### config.mk
export PLATFORM = sky130hd
export DESIGN_NAME = nonce_scheduler
export DESIGN_NICKNAME = d
export VERILOG_FILES = /design/src/rtl/nonce_scheduler.sv
export SDC_FILE = /design/constraint.sdc
export NUM_CORES = 2
export LEC_CHECK = 0
export CAP_MARGIN = 20
export CORE_AREA = 2 2 264 266
export CTS_CLUSTER_DIAMETER = 60
export DETAILED_ROUTE_END_ITERATION = 8
export DIE_AREA = 0 0 266 268
export GPL_ROUTABILITY_DRIVEN = 0
export PLACE_DENSITY = 0.78
export SYNTH_ARGS = -nofsm -noshare
export SYNTH_HDL_FRONTEND = slang
export SYNTH_SLANG_ARGS = --single-unit
### constraint.sdc
create_clock -name clk -period 10.4 [get_ports clk]
set_input_delay 2.08 -clock clk [delete_from_list [all_inputs] [get_ports clk]]
set_output_delay 2.08 -clock clk [all_outputs]
set_load 0.02 [all_outputs]
### src/rtl/nonce_scheduler.sv
// Nonce sequencer for one SHA-256d core: issues each nonce of an inclusive range,
// checks every returned hash against the target and stops on hit, exhaustion, abort or timeout.
//
// state   | meaning
// IDLE    | no run active, waiting for cmd_start
// ISSUE   | one-cycle core_start with the current nonce
// WAIT    | waiting for core_done, timeout timer running
// CHECK   | compare the registered hash, then advance or finish
// DONE    | run finished, sticky flags held until the next start
module nonce_scheduler #(
    parameter int unsigned TIMEOUT = 200,
    parameter int unsigned CNT_W   = 32
) (
    input  logic             clk,
    input  logic             reset,
    input  logic             cmd_start,
    input  logic             cmd_abort,
    input  logic [31:0]      nonce_first,
    input  logic [31:0]      nonce_last,
    input  logic [255:0]     target,
    output logic             core_start,
    output logic [31:0]      core_nonce,
    input  logic             core_done,
    input  logic [255:0]     core_hash,
    output logic             busy,
    output logic             found,
    output logic             exhausted,
    output logic             error,
    output logic [31:0]      found_nonce,
    output logic [CNT_W-1:0] hash_count
);

    localparam int unsigned TMR_W = $clog2(TIMEOUT + 1);
    localparam logic [TMR_W-1:0] TMR_LAST = TMR_W'(TIMEOUT - 1);

    typedef enum logic [2:0] {
        S_IDLE,
        S_ISSUE,
        S_WAIT,
        S_CHECK,
        S_DONE
    } state_t;

    state_t             state_q, state_d;
    logic [31:0]        cur_nonce_q, cur_nonce_d;
    logic [31:0]        last_q, last_d;
    logic [255:0]       target_q, target_d;
    logic [255:0]       hash_q, hash_d;
    logic [TMR_W-1:0]   timer_q, timer_d;
    logic               found_q, found_d;
    logic               exhausted_q, exhausted_d;
    logic               error_q, error_d;
    logic [31:0]        found_nonce_q, found_nonce_d;
    logic [CNT_W-1:0]   hash_count_q, hash_count_d;

    always_ff @(posedge clk or negedge reset) begin
        if (!reset) begin
            state_q       <= S_IDLE;
            cur_nonce_q   <= '0;
            last_q        <= '0;
            target_q      <= '0;
            hash_q        <= '0;
            timer_q       <= '0;
            found_q       <= 1'b0;
            exhausted_q   <= 1'b0;
            error_q       <= 1'b0;
            found_nonce_q <= '0;
            hash_count_q  <= '0;
        end else begin
            state_q       <= state_d;
            cur_nonce_q   <= cur_nonce_d;
            last_q        <= last_d;
            target_q      <= target_d;
            hash_q        <= hash_d;
            timer_q       <= timer_d;
            found_q       <= found_d;
            exhausted_q   <= exhausted_d;
            error_q       <= error_d;
            found_nonce_q <= found_nonce_d;
            hash_count_q  <= hash_count_d;
        end
    end

    always_comb begin
        state_d       = state_q;
        cur_nonce_d   = cur_nonce_q;
        last_d        = last_q;
        target_d      = target_q;
        hash_d        = hash_q;
        timer_d       = timer_q;
        found_d       = found_q;
        exhausted_d   = exhausted_q;
        error_d       = error_q;
        found_nonce_d = found_nonce_q;
        hash_count_d  = hash_count_q;
        core_start    = 1'b0;

        // Abort overrides everything, including a same-cycle start; flags are kept.
        if (cmd_abort) begin
            state_d = S_IDLE;
        end else begin
            case (state_q)
                S_IDLE, S_DONE: begin
                    if (cmd_start) begin
                        cur_nonce_d  = nonce_first;
                        last_d       = nonce_last;
                        target_d     = target;
                        found_d      = 1'b0;
                        exhausted_d  = 1'b0;
                        error_d      = 1'b0;
                        hash_count_d = '0;
                        state_d      = S_ISSUE;
                    end
                end
                S_ISSUE: begin
                    core_start = 1'b1;
                    timer_d    = '0;
                    state_d    = S_WAIT;
                end
                S_WAIT: begin
                    // A done landing on the timeout cycle still counts as a result.
                    if (core_done) begin
                        hash_d       = core_hash;
                        hash_count_d = hash_count_q + CNT_W'(1);
                        state_d      = S_CHECK;
                    end else if (timer_q == TMR_LAST) begin
                        error_d = 1'b1;
                        state_d = S_DONE;
                    end else begin
                        timer_d = timer_q + TMR_W'(1);
                    end
                end
                S_CHECK: begin
                    if (hash_q < target_q) begin
                        found_d       = 1'b1;
                        found_nonce_d = cur_nonce_q;
                        state_d       = S_DONE;
                    end else if (cur_nonce_q == last_q) begin
                        // Equality only: a range may legally wrap through zero.
                        exhausted_d = 1'b1;
                        state_d     = S_DONE;
                    end else begin
                        cur_nonce_d = cur_nonce_q + 32'd1;
                        state_d     = S_ISSUE;
                    end
                end
                default: state_d = S_IDLE;
            endcase
        end
    end

    assign busy        = (state_q == S_ISSUE) || (state_q == S_WAIT) || (state_q == S_CHECK);
    assign core_nonce  = cur_nonce_q;
    assign found       = found_q;
    assign exhausted   = exhausted_q;
    assign error       = error_q;
    assign found_nonce = found_nonce_q;
    assign hash_count  = hash_count_q;

endmodule
==> out/qor.txt <==
Final hold viol count: 0
Clock buffer depth: 3
# fillers: 5475
Status: finished, final reports clean
CP Launch Type: primary input
Least-Margin Pin Slew: 1200 ps
Worst rel slew slack: 19.7%
Share of the synthesized area in the top cell type: 51.4%
Kind of critical path: in2out
Library cells used by synthesis: 71
Post-Syn Instances: 3030
Share of cells above drive strength 1: 11.8%
Leak pwr: 19.1 nW
Vias in the first global route: 25200
Insertion delay of the later-clocked pin in the worst-skew pair: 610 ps
Crit Path Max Fanout: 10
Vias per Instance: 5.37
Average size of a mapped cell: 10.5 um^2
Post-synth ARST share: 100%
WL final: 90900 um
Port Buffer Count: 681
Setup WS pre-CTS: 4220 ps
PwrDens: 202 mW/mm^2
GRT overflow: 0
Post-DP HPWL: 67400 um
Worst-path clk slew: 60 ps
HP Class: reg2reg
DIE WIDTH: 266 um
Synth Flop Type: dfrtp_1
CTS root buf: clkbuf_16
Final setup violation count: 0
Post-layout minimum cycle time: 6160 ps
Worst Skew: 27.1 ps
Post_cts resized: 0
Maxcap violations: 0
Fmax: 162 MHz
Final WS setup: 4240 ps
Synth Register Bits: 654
Hold Path Stages: 2
Die area: 0.0713 mm^2
CTS Buf Count: 72
Final slew viol count: 0
Top cell type by total area after synthesis: dfrtp_1
Clock Sinks: 654
Largest net degree at the start of global routing: 268
Register area share after synthesis: 51.4%
Placed cell count: 4485
R2R cell count: 12
Area growth from synthesis to layout: 31.7%
Hold-fix buffers at CTS: 0
Peak supply drop: 0.141 mV
DR vias: 24900
R2R setup slack: 5560 ps
Unrepaired setup endpoints after global routing: false
CTS tree: yes
First-pass GRT wire length: 139000 um
FP Rows: 96
WP data required: 8320 ps
Period utilization: 59.2%
Pre-Repair DR Iteration Count: 7
Critical Path AT: 4080 ps
Post-synth net total: 3869
H-tree levels: 3
Initial antenna violation count: 49
Number of post-CTS setup repair buffers: 0
Commonest cells post-synth: dfrtp_1 (654), nand2_1 (472), o21ai_0 (318)
Synth Cell Area: 0.0319 mm^2
Worst setup EP type: output port
Net count, final: 4518
Most frequent cell after synthesis: dfrtp_1
Initial DRC count: 1622
Core Region: 0.0682 mm^2
Post-route non-filler standard cell count: 4646
Synth warn: 0
Die Y-Extent: 268 um
Total negative setup slack: 0 ps
Number of remaining DRC errors: 0
IO Pins: 682
Main area contributors after synthesis: dfrtp_1 (51%), ha_1 (10%), mux2_2 (9.2%)
WL per Instance: 19.6 um
EDFF count, synth: 0
Starting density of the core: 46.7%
ANT nets after route: 0
All-Layer GR Usage: 25.1%
[state kept, by name, summed over array words and instances (netlist names)]
signal and cells:
core_nonce 32, error 1, exhausted 1, found 1, found_nonce 32, hash_count 32, hash_q 256, last_q 32
state_q 3, target_q 256, timer_q 8
[final timing paths]
check,startpoint,to
worst min-delay path,last_q[2],last_q[2]
max in group asynchronous,reset,target_q[147]
min in group asynchronous,reset,target_q[11]
worst max register to register,target_q[53],core_nonce[1]
worst min register to register,last_q[2],last_q[2]
worst max-delay path,cmd_abort,core_start
[layout make-up]
type                       instances  area [um^2]  area share (%)
clock buffer                     100         2060            4.90
sequential                       654        16400            39.0
timing repair buffer             701         7050            16.8
tap                              882         1100            2.63
multi-input combinational       1980        14000            33.3
inverter                         270         1010            2.41
antenna                           40          100           0.238
clock inverter                    19          312           0.742
[cell usage in the layout (no fill, tap or decap), types with 5 or more instances in the layout]
cell type / instances
diode_2: 40
nor2_1: 89
a21oi_1: 123
o211ai_1: 22
ha_1: 258
nor3_1: 31
or3_1: 12
clkbuf_16: 73
a21o_1: 11
bufinv_16: 6
mux2_4: 29
nor4_1: 18
xnor2_1: 32
dfrtp_1: 654
nand2_1: 471
clkdlybuf4s50_1: 680
and4_1: 8
and3_1: 12
nand3_1: 54
o21a_1: 8
buf_4: 14
a21boi_0: 5
a221oi_1: 6
or4_1: 5
a211oi_1: 18
clkbuf_8: 13
xor2_1: 30
o21ai_0: 318
inv_1: 270
clkbuf_1: 14
nand4_1: 64
mux2_2: 261
o31ai_1: 15
o22ai_1: 7
[cell families after synthesis]
logic type | Yosys count | share of synthesized area, %
adder cells (fa/ha/maj) | 258 | 10.1
XOR/XNOR | 62 | 1.70
AND/OR/NAND/NOR | 795 | 11.1
AO/OA/AOI/OAI | 573 | 10.2
flip-flops | 654 | 51.4
multiplexers | 292 | 10.7
buffers and inverters | 396 | 4.85
[where the power goes]
part           switching, mW  internal, mW
Sequential             0.365          3.15
Combinational           1.19          1.19
Clock                   1.05          1.53
Total                   2.60          5.87
[through the flow]
step	power, mW	utilization [%]	hold slack, ps	cell area (um^2)
global route	8.99	61.5	515	42000
detailed placement	5.90	57.9	483	39500
finish	8.47	61.5	495	42000
CTS	8.52	61.3	498	41800
global placement	5.79	57.9	475	39500
floorplan	4.97	-	466	31900
[worst max-delay path: stages]
cell and delay, ps:
clkdlybuf4s50_1 640, nor2_1 560, clkdlybuf4s50_1 790
[metal layers]
layer	wire length, um	vias up	track usage (%)
met5	241	-	0
met2	44300	805	42.1
met3	6450	247	6.58
met4	3980	38	12.5
met1	35900	12100	30.1
li1	-	11800	-
No activity file was read; power rests on OpenSTA's default activity.
